File: config.mk
export PLATFORM = sky130hd
export DESIGN_NAME = io_handshake_unit_flat
export DESIGN_NICKNAME = d
export VERILOG_FILES = /design/src/rtl/io_handshake_unit_if.sv /design/src/rtl/io_handshake_unit.sv /design/src/flat_wrapper.sv
export SDC_FILE = /design/constraint.sdc
export NUM_CORES = 1
export LEC_CHECK = 0
export CORE_MARGIN = 2
export CORE_UTILIZATION = 40
export DETAILED_ROUTE_END_ITERATION = 6
export MAX_ROUTING_LAYER = met4
export PLACE_DENSITY = 0.79
export SYNTH_ARGS = -nofsm -noshare
export SYNTH_HDL_FRONTEND = slang
export SYNTH_SLANG_ARGS = --single-unit
File: constraint.sdc
create_clock -name clk -period 4.1 [get_ports clk]
set_input_delay 1.025 -clock clk [delete_from_list [all_inputs] [get_ports clk]]
set_output_delay 1.025 -clock clk [all_outputs]
set_load 0.01 [all_outputs]
File: src/rtl/io_handshake_unit_if.sv
// io_handshake_unit_if
//   Bundle of decoder, board and CPU-facing signals serviced by the
//   I/O handshake responder.
//   master : CPU/board side. Drives the instruction flags, the register value,
//            the switches and the raw button. Observes stall and the results.
//   slave  : io_handshake_unit. Observes the flags and board inputs. Drives
//            stall, the input write-back data/strobe, the display latch and
//            the status bits.
interface io_handshake_unit_if #(
  parameter int DATA_W = 32,
  parameter int SW_W   = 16
);
  logic              input_flag;
  logic              output_flag;
  logic              halt;
  logic [DATA_W-1:0] out_data;
  logic [SW_W-1:0]   switches;
  logic              confirm_btn;
  logic              stall;
  logic [DATA_W-1:0] in_data;
  logic              in_valid;
  logic [DATA_W-1:0] display_value;
  logic              display_valid;
  logic              waiting_input;
  logic              halted;

  modport master (
    output input_flag, output_flag, halt, out_data, switches, confirm_btn,
    input  stall, in_data, in_valid, display_value, display_valid,
           waiting_input, halted
  );

  modport slave (
    input  input_flag, output_flag, halt, out_data, switches, confirm_btn,
    output stall, in_data, in_valid, display_value, display_valid,
           waiting_input, halted
  );
endinterface

File: src/rtl/io_handshake_unit.sv
// io_handshake_unit
//   Responder for the CPU I/O instructions (Input, Output, HALT).
//   Ports:
//     clk   : system clock, all state on the rising edge
//     rst_n : asynchronous active-low reset
//     bus   : io_handshake_unit_if.slave
//             in : input_flag, output_flag, halt, out_data, switches,
//                  confirm_btn (raw, asynchronous, active high)
//             out: stall (combinational), in_data, in_valid, display_value,
//                  display_valid, waiting_input, halted (all registered)
//   The button passes through a 2-flop synchronizer and a debouncer. An Input
//   stalls the pipeline until the debounced button is pressed. Then the
//   switches are captured and stall drops for one write-back cycle. The unit
//   then waits for release so one press never serves two Inputs.
module io_handshake_unit #(
  parameter int DATA_W          = 32,
  parameter int SW_W            = 16,
  parameter int DEBOUNCE_CYCLES = 4
) (
  input  logic               clk,
  input  logic               rst_n,
  io_handshake_unit_if.slave bus
);

  localparam int CNT_W = $clog2(DEBOUNCE_CYCLES + 1);

  typedef enum logic [2:0] {
    ST_IDLE       = 3'd0,
    ST_IN_WAIT    = 3'd1,
    ST_IN_DONE    = 3'd2,
    ST_IN_RELEASE = 3'd3,
    ST_HALTED     = 3'd4
  } state_t;

  logic              sync1_q, sync2_q;
  logic              btn_level_q, btn_level_d;
  logic [CNT_W-1:0]  cnt_q, cnt_d;
  state_t            state_q, state_d;
  logic [DATA_W-1:0] in_data_q;
  logic              in_valid_q;
  logic [DATA_W-1:0] display_value_q;
  logic              display_valid_q;
  logic              waiting_input_q;
  logic              halted_q;
  logic              stall_s;
  logic              capture_s;
  logic              disp_wr_s;
  logic              svc_output_s;

  // Output is serviced only when neither halt nor input_flag outranks it.
  assign svc_output_s = bus.output_flag & ~bus.halt & ~bus.input_flag;

  // Debouncer next state: the level flips on the DEBOUNCE_CYCLES-th
  // consecutive differing sample. Any matching sample restarts the count.
  always_comb begin
    btn_level_d = btn_level_q;
    cnt_d       = cnt_q;
    if (sync2_q != btn_level_q) begin
      if (cnt_q == CNT_W'(DEBOUNCE_CYCLES - 1)) begin
        btn_level_d = sync2_q;
        cnt_d       = '0;
      end else begin
        cnt_d = cnt_q + CNT_W'(1);
      end
    end else begin
      cnt_d = '0;
    end
  end

  // Button synchronizer and debouncer state.
  always_ff @(posedge clk or negedge rst_n) begin
    if (!rst_n) begin
      sync1_q     <= 1'b0;
      sync2_q     <= 1'b0;
      btn_level_q <= 1'b0;
      cnt_q       <= '0;
    end else begin
      sync1_q     <= bus.confirm_btn;
      sync2_q     <= sync1_q;
      btn_level_q <= btn_level_d;
      cnt_q       <= cnt_d;
    end
  end

  // FSM next state and the combinational stall.
  always_comb begin
    state_d   = state_q;
    stall_s   = 1'b0;
    capture_s = 1'b0;
    disp_wr_s = 1'b0;
    case (state_q)
      ST_IDLE: begin
        // A HALT also holds the PC on the cycle it is decoded.
        stall_s = bus.halt | bus.input_flag;
        if (bus.halt) begin
          state_d = ST_HALTED;
        end else if (bus.input_flag) begin
          state_d = ST_IN_WAIT;
        end else begin
          state_d   = ST_IDLE;
          disp_wr_s = svc_output_s;
        end
      end
      ST_IN_WAIT: begin
        // halt is deliberately not sampled: the Input instruction is held.
        stall_s = 1'b1;
        if (btn_level_q) begin
          capture_s = 1'b1;
          state_d   = ST_IN_DONE;
        end else begin
          state_d = ST_IN_WAIT;
        end
      end
      ST_IN_DONE: begin
        stall_s = 1'b0;
        state_d = ST_IN_RELEASE;
      end
      ST_IN_RELEASE: begin
        stall_s   = bus.halt | bus.input_flag;
        disp_wr_s = svc_output_s;
        if (bus.halt) begin
          state_d = ST_HALTED;
        end else if (!btn_level_q) begin
          state_d = bus.input_flag ? ST_IN_WAIT : ST_IDLE;
        end else begin
          state_d = ST_IN_RELEASE;
        end
      end
      ST_HALTED: begin
        stall_s = 1'b1;
        state_d = ST_HALTED;
      end
      default: begin
        stall_s = 1'b1;
        state_d = ST_IDLE;
      end
    endcase
  end

  // FSM state and registered outputs.
  always_ff @(posedge clk or negedge rst_n) begin
    if (!rst_n) begin
      state_q         <= ST_IDLE;
      in_data_q       <= '0;
      in_valid_q      <= 1'b0;
      display_value_q <= '0;
      display_valid_q <= 1'b0;
      waiting_input_q <= 1'b0;
      halted_q        <= 1'b0;
    end else begin
      state_q    <= state_d;
      in_valid_q <= capture_s;
      if (capture_s) begin
        in_data_q <= DATA_W'(bus.switches);
      end
      if (disp_wr_s) begin
        display_value_q <= bus.out_data;
        display_valid_q <= 1'b1;
      end
      waiting_input_q <= (state_d == ST_IN_WAIT);
      halted_q        <= (state_d == ST_HALTED);
    end
  end

  assign bus.stall         = stall_s;
  assign bus.in_data       = in_data_q;
  assign bus.in_valid      = in_valid_q;
  assign bus.display_value = display_value_q;
  assign bus.display_valid = display_valid_q;
  assign bus.waiting_input = waiting_input_q;
  assign bus.halted        = halted_q;

endmodule

File: src/flat_wrapper.sv
// flat-port wrapper written by rule: the top's interface ports become plain ports
module io_handshake_unit_flat 
#(
  parameter int DATA_W          = 32,
  parameter int SW_W            = 16,
  parameter int DEBOUNCE_CYCLES = 4
)
  (clk, rst_n, bus_input_flag, bus_output_flag, bus_halt, bus_out_data, bus_switches, bus_confirm_btn, bus_stall, bus_in_data, bus_in_valid, bus_display_value, bus_display_valid, bus_waiting_input, bus_halted);
  io_handshake_unit_if #(.DATA_W(DATA_W), .SW_W(SW_W)) bus_i ();
  input  logic clk;
  input  logic rst_n;
  input wire logic [$bits(bus_i.input_flag)-1:0] bus_input_flag;
  input wire logic [$bits(bus_i.output_flag)-1:0] bus_output_flag;
  input wire logic [$bits(bus_i.halt)-1:0] bus_halt;
  input wire logic [$bits(bus_i.out_data)-1:0] bus_out_data;
  input wire logic [$bits(bus_i.switches)-1:0] bus_switches;
  input wire logic [$bits(bus_i.confirm_btn)-1:0] bus_confirm_btn;
  output wire logic [$bits(bus_i.stall)-1:0] bus_stall;
  output wire logic [$bits(bus_i.in_data)-1:0] bus_in_data;
  output wire logic [$bits(bus_i.in_valid)-1:0] bus_in_valid;
  output wire logic [$bits(bus_i.display_value)-1:0] bus_display_value;
  output wire logic [$bits(bus_i.display_valid)-1:0] bus_display_valid;
  output wire logic [$bits(bus_i.waiting_input)-1:0] bus_waiting_input;
  output wire logic [$bits(bus_i.halted)-1:0] bus_halted;
  assign bus_i.input_flag = bus_input_flag;
  assign bus_i.output_flag = bus_output_flag;
  assign bus_i.halt = bus_halt;
  assign bus_i.out_data = bus_out_data;
  assign bus_i.switches = bus_switches;
  assign bus_i.confirm_btn = bus_confirm_btn;
  assign bus_stall = bus_i.stall;
  assign bus_in_data = bus_i.in_data;
  assign bus_in_valid = bus_i.in_valid;
  assign bus_display_value = bus_i.display_value;
  assign bus_display_valid = bus_i.display_valid;
  assign bus_waiting_input = bus_i.waiting_input;
  assign bus_halted = bus_i.halted;
  io_handshake_unit #(.DATA_W(DATA_W), .SW_W(SW_W), .DEBOUNCE_CYCLES(DEBOUNCE_CYCLES)) u_core (.clk(clk), .rst_n(rst_n), .bus(bus_i));
endmodule
==> results of run 1 <==
-- synth_stat cells --
cell type	n	area (um^2)
dfrtp_1	61	1530
mux2_4	29	435
buf_4	17	128
mux2_2	17	191
buf_6	3	33.8
mux2_1	3	33.8
nand2_1	3	11.3
nor2_1	3	11.3
nand2b_1	2	12.5
nor3b_1	2	15.0
o211a_1	2	20.0
a2111oi_0	1	8.76
a211oi_1	1	7.51
a21o_1	1	7.51
a22oi_1	1	7.51
and2_2	1	7.51
clkbuf_1	1	3.75
conb_1	1	3.75
ha_1	1	12.5
nand2b_2	1	8.76
nand4b_4	1	23.8
nor2b_1	1	6.26
nor3_1	1	5.00
nor3b_4	1	18.8
o21ai_0	1	5.00
o221a_2	1	11.3
xnor2_1	1	8.76
-- kinds of logic (layout without fill, tap and decap cells) --
group,Yosys count,after routing
xor gates and xnor gates,1,1
adders and majority gates,1,1
buffers and inverters,21,122
and+or+nand+nor,16,16
other,1,16
AOI/OAI and AO/OA,8,8
DFF,61,61
muxes,49,49
-- sequential cells by signal, indices dropped and copies added (netlist names) --
register	count
u_core.bus.halted	1
u_core.bus.in_data	16
u_core.bus.display_valid	1
u_core.btn_level_q	1
u_core.bus.waiting_input	1
u_core.bus.in_valid	1
u_core.state_q	3
u_core.cnt_q	3
u_core.sync1_q	1
u_core.bus.display_value	32
u_core.sync2_q	1
-- placed cells by master, fill, tap and decap left out, types with 2 or more instances in the layout --
cell             instances
nand2_1                  3
clkdlybuf4s50_1        105
conb_1                  16
clkbuf_1                 2
nor3b_1                  2
clkbuf_8                12
mux2_2                  17
nor2_1                   3
dfrtp_1                 61
mux2_4                  29
o211a_1                  2
nand2b_1                 2
mux2_1                   3
-- final cells by class --
| class | instances | share of cell area |
|---|---|---|
| clock inverter | 1 | 0.00132 |
| multi-input combinational | 91 | 0.245 |
| clock buffer | 14 | 0.0455 |
| tap | 77 | 0.0254 |
| timing repair buffer | 107 | 0.280 |
| sequential | 61 | 0.402 |
-- metal layers --
metal	global-route usage	part of all wire	vias to the layer above	wire [um]
met2	0.227	0.46	86	2260
met3	0.0524	0.093	7	454
met5	-	0	-	0
li1	-	-	744	-
met4	0.0689	0.012	0	57
met1	0.189	0.43	792	2110
-- power by group through the flow --
stage | logic (W) | clock network (W) | registers, W
after floorplan | 0.000498 | 0 | 0.00115
after global placement | 0.00121 | 0 | 0.00105
after detailed placement | 0.00124 | 0 | 0.00106
after CTS | 0.00124 | 0.000493 | 0.00106
after global routing | 0.00130 | 0.000518 | 0.00110
final | 0.00122 | 0.000470 | 0.00105
-- worst max path at each step --
stage           endpoint  slack (ns)  cells past startpoint
2_1_floorplan  bus_stall        1.58                      3
3_3_place_gp   bus_stall        0.55                      5
3_5_place_dp   bus_stall        0.53                      5
4_1_cts        bus_stall        0.52                      5
5_1_grt        bus_stall        0.42                      5
6_report       bus_stall        0.54                      5
-- through the flow --
step / std cells / hold WS (ns) / setup slack, ns / instance area (um^2)
global route: 351 / 0.360 / 0.419 / 3790
finish: 351 / 0.346 / 0.542 / 3790
floorplan: 173 / 0.331 / 1.58 / 2620
detailed placement: 336 / 0.341 / 0.532 / 3620
CTS: 351 / 0.354 / 0.523 / 3790
global placement: 336 / 0.338 / 0.551 / 3620
==> out/metrics.yaml, run 1 <==
run_status:
  outcome: "finished clean"
power_and_ir_drop:
  pwr-share-seq: 0.384
  leakagePower_nw: 1.75
  fin_total_pwr_w: 0.00274
  clkPwrFrac: 0.171
  pwr-share-comb: 0.445
  switching_share: 0.284
  p_int_w: 0.00196
  p_per_area_nw_per_um2: 724
  irDropWorstVdd_v: 0.000423
  p_switching_w: 0.000780
placed_design:
  io_buffers: 106
  gp_congestion: 0.686
  dpl.hpwl_mm: 3.52
final_layout:
  drive_gt1_frac: 0.241
  multiInputGateArea_um2: 930
  diodes: 0
  seq_area_um2: 1530
  layout.nets: 325
  fillers: 508
  utilization: 0.604
  syn_to_final_growth_pct: 47.9
synthesis:
  syn_area_um2: 2560
  synth_compound_area_frac: 0.0263
  yosysWarnings: 0
  avgSynthCellArea_um2: 16.2
  synthSimpleGateAreaFrac: 0.0468
  synth_fa_ha_area_frac: 0.00488
  synth_top_family_by_area: "multiplexers"
  postSynthCellCount: 158
  yosysSeqAreaShare: 0.595
  synth-seq-cells: 61
  synthXorXnorAreaFrac: 0.00341
  synth_cell_types: 27
  synth_mux_area_frac: 0.258
clocking:
  cts_root_buf: "clkbuf_8"
  insertion_delay_ns: 0.32
  clock_path_buffers: 2
  holdBufCountCts: 0
  clkTransAtPathRegs_ns: 0.06
  cts_resized: 0
  cts.sinks: 61
  cts_tree: "done"
  h-tree-depth: 3
  post_cts_buffers: 0
  cts_buffers: 9
detailed_routing:
  drt_iter0_drc: 23
  antenna_left: 0
  drt_drc_violations_left: 0
  via_per_inst: 4.64
  wl_mm: 4.89
  firstDrtPassIters: 5
  routed-via-count: 1629
  wl_per_cell_um: 13.9
sta:
  period_needed_ns: 3.56
  period_share: 0.868
  max_slew_margin: 0.294
  setup_viol: 0
  worst_pin_slew_ns: 1.06
  skew_ns: 0.00730
  final.setup.tns_ns: 0
  timing.fmax_ghz: 0.281
  rsz0062_at_grt: "no"
  drv_slew: 0
  hold_viol_final: 0
worst_setup_path:
  path_max_fanout: 6
  cp_data_required_time_ns: 3.07
  worstReg2RegStart: "u_core.state_q[1]$_DFF_PN0_"
  crit_path_start: "bus_halt"
  r2r_end: "u_core.bus.display_value[29]$_DFFE_PN0P_"
  r2r_cells: 4
  crit_type: "input pin to output pin"
  critPathCaptureType: "output pin"
  slowest_stage: "clkdlybuf4s50_1"
  crit_family: "buffers and inverters"
  path_buf_inv: 2
  cp-start-kind: "input pin"
  r2r_slack_ns: 1.90
  cp.arrival_ns: 2.53
  cpMostUsedCell: "clkdlybuf4s50_1"
  worstPathCellList: "clkdlybuf4s50_1 > nor2_1 > nand2_1 > a21o_1 > clkdlybuf4s50_1"
  cpPeakStageDelay_ns: 0.49
worst_hold_path:
  hold_depth: 0
  hold_end: "u_core.sync2_q$_DFF_PN0_"
  hp-start: "u_core.sync1_q$_DFF_PN0_"
  hold_path_class: "register to register"
global_routing:
  grt_first_pass_wirelength_mm: 8.23
  gr-total-overflow: 0
  grt_max_degree: 49
  grt_pass1_vias: 1797
  antenna_found_initial: 0
  grtUsageTotal: 0.153
die:
  die_area_um2: 7070
  die_w_um: 84.1
  initial_core_util: 0.409
  ios: 123
  rows: 29
  fp.coreArea_um2: 6280
  fp.dieH_um: 84.1
flow_run:
  maxCapViolations: 0
Note: power is estimated with default switching activity, not from simulation.
==> run 2: changes to the inputs <==
--- a/config.mk
+++ b/config.mk
@@ -5,6 +5,7 @@
 export SDC_FILE = /design/constraint.sdc
 export NUM_CORES = 1
 export LEC_CHECK = 0
+export CAP_MARGIN = 15
 export CORE_MARGIN = 2
 export CORE_UTILIZATION = 40
 export DETAILED_ROUTE_END_ITERATION = 6
==> run 2 against run 1 <==
Hold slack worse by 0.00068 ns. Critical path depth unchanged. Maximum frequency about the same. Sequential cell count unchanged. Critical endpoint unchanged. Clock power about the same. Combinational power about the same. Register-to-register slack about the same. Critical path type unchanged. Final area up 0.53%. Worst setup slack about the same. Die area unchanged. Sequential share of layout area down 0.21 points. Utilization up 0.32 points.
==> out/metrics.yaml, run 2 (synthesis results as in run 1) <==
run_status:
  outcome: "finished clean"
sta:
  skew_ns: 0.00852
  period_share: 0.868
  setup_viol: 0
  drv_slew: 0
  worst_pin_slew_ns: 0.814
  hold_viol_final: 0
  rsz0062_at_grt: "no"
  period_needed_ns: 3.56
  max_slew_margin: 0.457
  final.setup.tns_ns: 0
  timing.fmax_ghz: 0.281
clocking:
  h-tree-depth: 3
  post_cts_buffers: 0
  clock_path_buffers: 2
  cts_resized: 0
  insertion_delay_ns: 0.32
  cts.sinks: 61
  cts_buffers: 9
  holdBufCountCts: 0
  cts_root_buf: "clkbuf_8"
  cts_tree: "done"
  clkTransAtPathRegs_ns: 0.06
final_layout:
  layout.nets: 326
  layout_commonest_cell: "clkdlybuf4s50_1"
  fin_cells: 352
  largest_reg_flops: 32
  drive_gt1_frac: 0.244
  diodes: 0
  fillers: 506
  syn_to_final_growth_pct: 48.7
  mostFrequentLayoutCells: "clkdlybuf4s50_1, dfrtp_1, mux2_4"
placed_design:
  io_buffers: 106
  place_inst: 336
  dpl.hpwl_mm: 3.52
  gp_congestion: 0.686
detailed_routing:
  via_per_inst: 4.64
  wl_mm: 4.91
  routed-via-count: 1632
  firstDrtPassIters: 5
  drt_iter0_drc: 25
  antenna_left: 0
  wl_per_cell_um: 13.9
  drt_drc_violations_left: 0
worst_setup_path:
  r2r_slack_ns: 1.90
  worstReg2RegStart: "u_core.state_q[1]$_DFF_PN0_"
  cp_data_required_time_ns: 3.07
  cpPeakStageDelay_ns: 0.49
  critPathCaptureType: "output pin"
  path_max_fanout: 6
  cpMostUsedCell: "clkdlybuf4s50_1"
  worstPathCellList: "clkdlybuf4s50_1 > nor2_1 > nand2_1 > a21o_1 > clkdlybuf4s50_1"
  cp.arrival_ns: 2.53
  crit_type: "input pin to output pin"
  cp-start-kind: "input pin"
  slowest_stage: "clkdlybuf4s50_1"
  r2r_end: "u_core.bus.display_value[29]$_DFFE_PN0P_"
  r2r_cells: 4
worst_hold_path:
  hp-start: "u_core.sync1_q$_DFF_PN0_"
  hold_end: "u_core.sync2_q$_DFF_PN0_"
  hold_path_class: "register to register"
  hold_depth: 0
die:
  die_area_um2: 7070
  fp.coreArea_um2: 6280
  ios: 123
  die_w_um: 84.1
  fp.dieH_um: 84.1
  rows: 29
  initial_core_util: 0.409
global_routing:
  antenna_found_initial: 0
  grtUsageTotal: 0.153
  grt_max_degree: 49
  grt_first_pass_wirelength_mm: 8.23
  grt_pass1_vias: 1797
  gr-total-overflow: 0
power_and_ir_drop:
  p_per_area_nw_per_um2: 720
  irDropWorstVdd_v: 0.000423
  leakagePower_nw: 1.76
flow_run:
  maxCapViolations: 0
==> run 2: cell types whose count changed in the layout (fill, tap and decap cells not counted) <==
cell / change
buf_12: +1
==> run 2: cell type report <==
| cell class | count | area, um^2 | share of cell area |
|---|---|---|---|
| sequential | 61 | 1530 | 0.400 |
| timing repair buffer | 108 | 1080 | 0.284 |
| tap | 77 | 96.3 | 0.0253 |
| multi-input combinational | 91 | 930 | 0.244 |
| clock buffer | 14 | 173 | 0.0453 |
| clock inverter | 1 | 5.00 | 0.00131 |
==> run 2: how the worst max path moves through the flow <==
| stage | start | slack, ns | endpoint | cells after the start |
|---|---|---|---|---|
| 5_1_grt | bus_halt | 0.42 | bus_stall | 5 |
| 6_report | bus_halt | 0.54 | bus_stall | 5 |
| 3_3_place_gp | bus_halt | 0.55 | bus_stall | 5 |
| 3_5_place_dp | bus_halt | 0.53 | bus_stall | 5 |
| 4_1_cts | bus_halt | 0.52 | bus_stall | 5 |
| 2_1_floorplan | bus_halt | 1.58 | bus_stall | 3 |
==> run 2: routing by layer <==
layer	GRT usage	share of wire
met5	-	0
met4	0.0689	0.012
met3	0.0524	0.089
met2	0.227	0.46
met1	0.189	0.44
==> run 2: through the flow <==
| step | total power [W] | hold slack, ns | worst slack, ns | cell area [um^2] | util |
|---|---|---|---|---|---|
| after floorplan | 0.00165 | 0.331 | 1.58 | 2620 | - |
| after CTS | 0.00279 | 0.354 | 0.523 | 3790 | 0.604 |
| after detailed placement | 0.00230 | 0.341 | 0.532 | 3620 | 0.576 |
| after global placement | 0.00226 | 0.338 | 0.551 | 3620 | 0.576 |
| after global routing | 0.00292 | 0.360 | 0.419 | 3810 | 0.608 |
| final | 0.00275 | 0.345 | 0.542 | 3810 | 0.608 |
==> run 2: critical path, delay by kind of cell <==
| family | cells | cell delay [ns] |
|---|---|---|
| AOI/OAI and AO/OA | 1 | 0.18 |
| buffers and inverters | 2 | 0.98 |
| and+or+nand+nor | 2 | 0.35 |
==> run 2: where the power goes <==
| group | switching (W) | total [W] | leakage, nW | internal [W] |
|---|---|---|---|---|
| combinational | 0.000403 | 0.00122 | 0.922 | 0.000819 |
| clock | 0.000206 | 0.000471 | 0.0926 | 0.000265 |
| sequential | 0.000172 | 0.00105 | 0.742 | 0.000883 |
==> run 3: changes to the inputs <==
--- a/config.mk
+++ b/config.mk
@@ -7,10 +7,9 @@
 export LEC_CHECK = 0
 export CAP_MARGIN = 15
 export CORE_MARGIN = 2
-export CORE_UTILIZATION = 40
+export CORE_UTILIZATION = 30
 export DETAILED_ROUTE_END_ITERATION = 6
 export MAX_ROUTING_LAYER = met4
-export PLACE_DENSITY = 0.79
 export SYNTH_ARGS = -nofsm -noshare
 export SYNTH_HDL_FRONTEND = slang
 export SYNTH_SLANG_ARGS = --single-unit
==> run 3 against run 2 <==
Largest power group unchanged. Cell count increased by 8.5%. Critical endpoint unchanged. Clock power increased by 18%. Sequential power about the same. Register-to-register slack improved by 0.11 ns. Combinational power about the same. Routed wire length increased by 3.3%. Global-route usage decreased by 3.6 points. Non-clock buffer count increased by 1. Sequential cell count unchanged. Clock skew about the same. Power increased by 2.9%. Hold slack improved by 0.010 ns.
==> out/metrics.yaml, run 3 (synthesis results as in run 1) <==
power_and_ir_drop:
  leakagePower_nw: 1.77
  p_per_area_nw_per_um2: 727
  irDropWorstVdd_v: 0.000346
  fin_total_pwr_w: 0.00283
sta:
  holdWs_ns: 0.355
  period_needed_ns: 3.55
  hold_viol_final: 0
  rsz0062_at_grt: "no"
  max_slew_margin: 0.455
  final.setup.tns_ns: 0
  skew_ns: 0.00875
  worst_slack_ns: 0.546
  setup_viol: 0
  period_share: 0.867
  worst_pin_slew_ns: 0.816
  drv_slew: 0
  timing.fmax_ghz: 0.281
placed_design:
  dpl.hpwl_mm: 3.63
  io_buffers: 106
  place_inst: 365
  dp_slack_ns: 0.526
  gp_congestion: 0.783
global_routing:
  grt_max_degree: 49
  gr-total-overflow: 0
  grtUsageTotal: 0.116
  grt_pass1_vias: 1647
  antenna_found_initial: 0
  grt_first_pass_wirelength_mm: 7.86
flow_run:
  maxCapViolations: 0
clocking:
  h-tree-depth: 3
  clkTransAtPathRegs_ns: 0.07
  cts.sinks: 61
  post_cts_buffers: 0
  cts_tree: "done"
  cts_buffers: 9
  insertion_delay_ns: 0.33
  holdBufCountCts: 0
  cts_root_buf: "clkbuf_8"
  cts_resized: 0
  clock_path_buffers: 2
worst_setup_path:
  cp_data_required_time_ns: 3.07
  worstPathCellList: "clkdlybuf4s50_1 > nor2_1 > nand2_1 > a21o_1 > clkdlybuf4s50_1"
  r2r_end: "u_core.bus.display_value[2]$_DFFE_PN0P_"
  path_max_fanout: 6
  cp-start-kind: "input pin"
  crit_path_start: "bus_halt"
  worstReg2RegStart: "u_core.state_q[1]$_DFF_PN0_"
  critPathCaptureType: "output pin"
  cpMostUsedCell: "clkdlybuf4s50_1"
  slowest_stage: "clkdlybuf4s50_1"
  cp.arrival_ns: 2.53
  r2r_slack_ns: 2.01
  crit_type: "input pin to output pin"
  cpPeakStageDelay_ns: 0.49
  r2r_cells: 5
final_layout:
  layout_commonest_cell: "clkdlybuf4s50_1"
  largest_reg_flops: 32
  layout.nets: 327
  fin_cells: 382
  mostFrequentLayoutCells: "clkdlybuf4s50_1, dfrtp_1, mux2_4"
  drive_gt1_frac: 0.253
  syn_to_final_growth_pct: 51.7
  diodes: 0
detailed_routing:
  antenna_left: 0
  routed-via-count: 1610
  firstDrtPassIters: 3
  drt_iter0_drc: 32
  drt_drc_violations_left: 0
  via_per_inst: 4.21
  wl_mm: 5.07
  wl_per_cell_um: 13.3
die:
  die_area_um2: 9310
  rows: 33
  fp.dieH_um: 96.5
  ios: 123
  initial_core_util: 0.311
  fp.coreArea_um2: 8260
  die_w_um: 96.5
worst_hold_path:
  hold_depth: 0
  hold_path_class: "register to register"
  hp-start: "u_core.sync1_q$_DFF_PN0_"
  hold_end: "u_core.sync2_q$_DFF_PN0_"
run_status:
  outcome: "finished clean"
run 3: layout make-up:
type / instances / area (um^2)
Fill cell: 757 / 4370
Sequential cell: 61 / 1530
Timing Repair Buffer: 109 / 1090
Multi-Input combinational cell: 91 / 930
Clock buffer: 13 / 169
Tap cell: 105 / 131
Clock inverter: 3 / 42.5
run 3: metal layers:
layer / part of all wire / track usage / wire length, um
met1: 0.44 / 0.141 / 2250
met2: 0.43 / 0.166 / 2200
met3: 0.11 / 0.0543 / 549
met4: 0.014 / 0.0528 / 70
met5: 0 / - / 0
run 3: worst max path at each step:
stage / to / slack (ns) / cells after the start
3_5_place_dp: bus_stall / 0.53 / 5
5_1_grt: bus_stall / 0.37 / 5
2_1_floorplan: bus_stall / 1.58 / 3
4_1_cts: bus_stall / 0.52 / 5
3_3_place_gp: bus_stall / 0.53 / 5
6_report: bus_stall / 0.55 / 5
run 3: power by group:
group	internal (W)	switching, W	leakage (nW)
registers	0.000882	0.000165	0.742
clock network	0.000330	0.000225	0.106
logic	0.000818	0.000406	0.927
run 3: through the flow:
step / area [um^2] / util
2_1_floorplan: 2620 / -
3_3_place_gp: 3660 / 0.443
3_5_place_dp: 3660 / 0.443
4_1_cts: 3870 / 0.469
5_1_grt: 3890 / 0.471
6_report: 3890 / 0.471
run 3: critical path: cells and delay by family:
| family | cells | cell delay, ns |
|---|---|---|
| buffers and inverters | 2 | 0.98 |
| and+or+nand+nor | 2 | 0.34 |
| AOI/OAI and AO/OA | 1 | 0.18 |
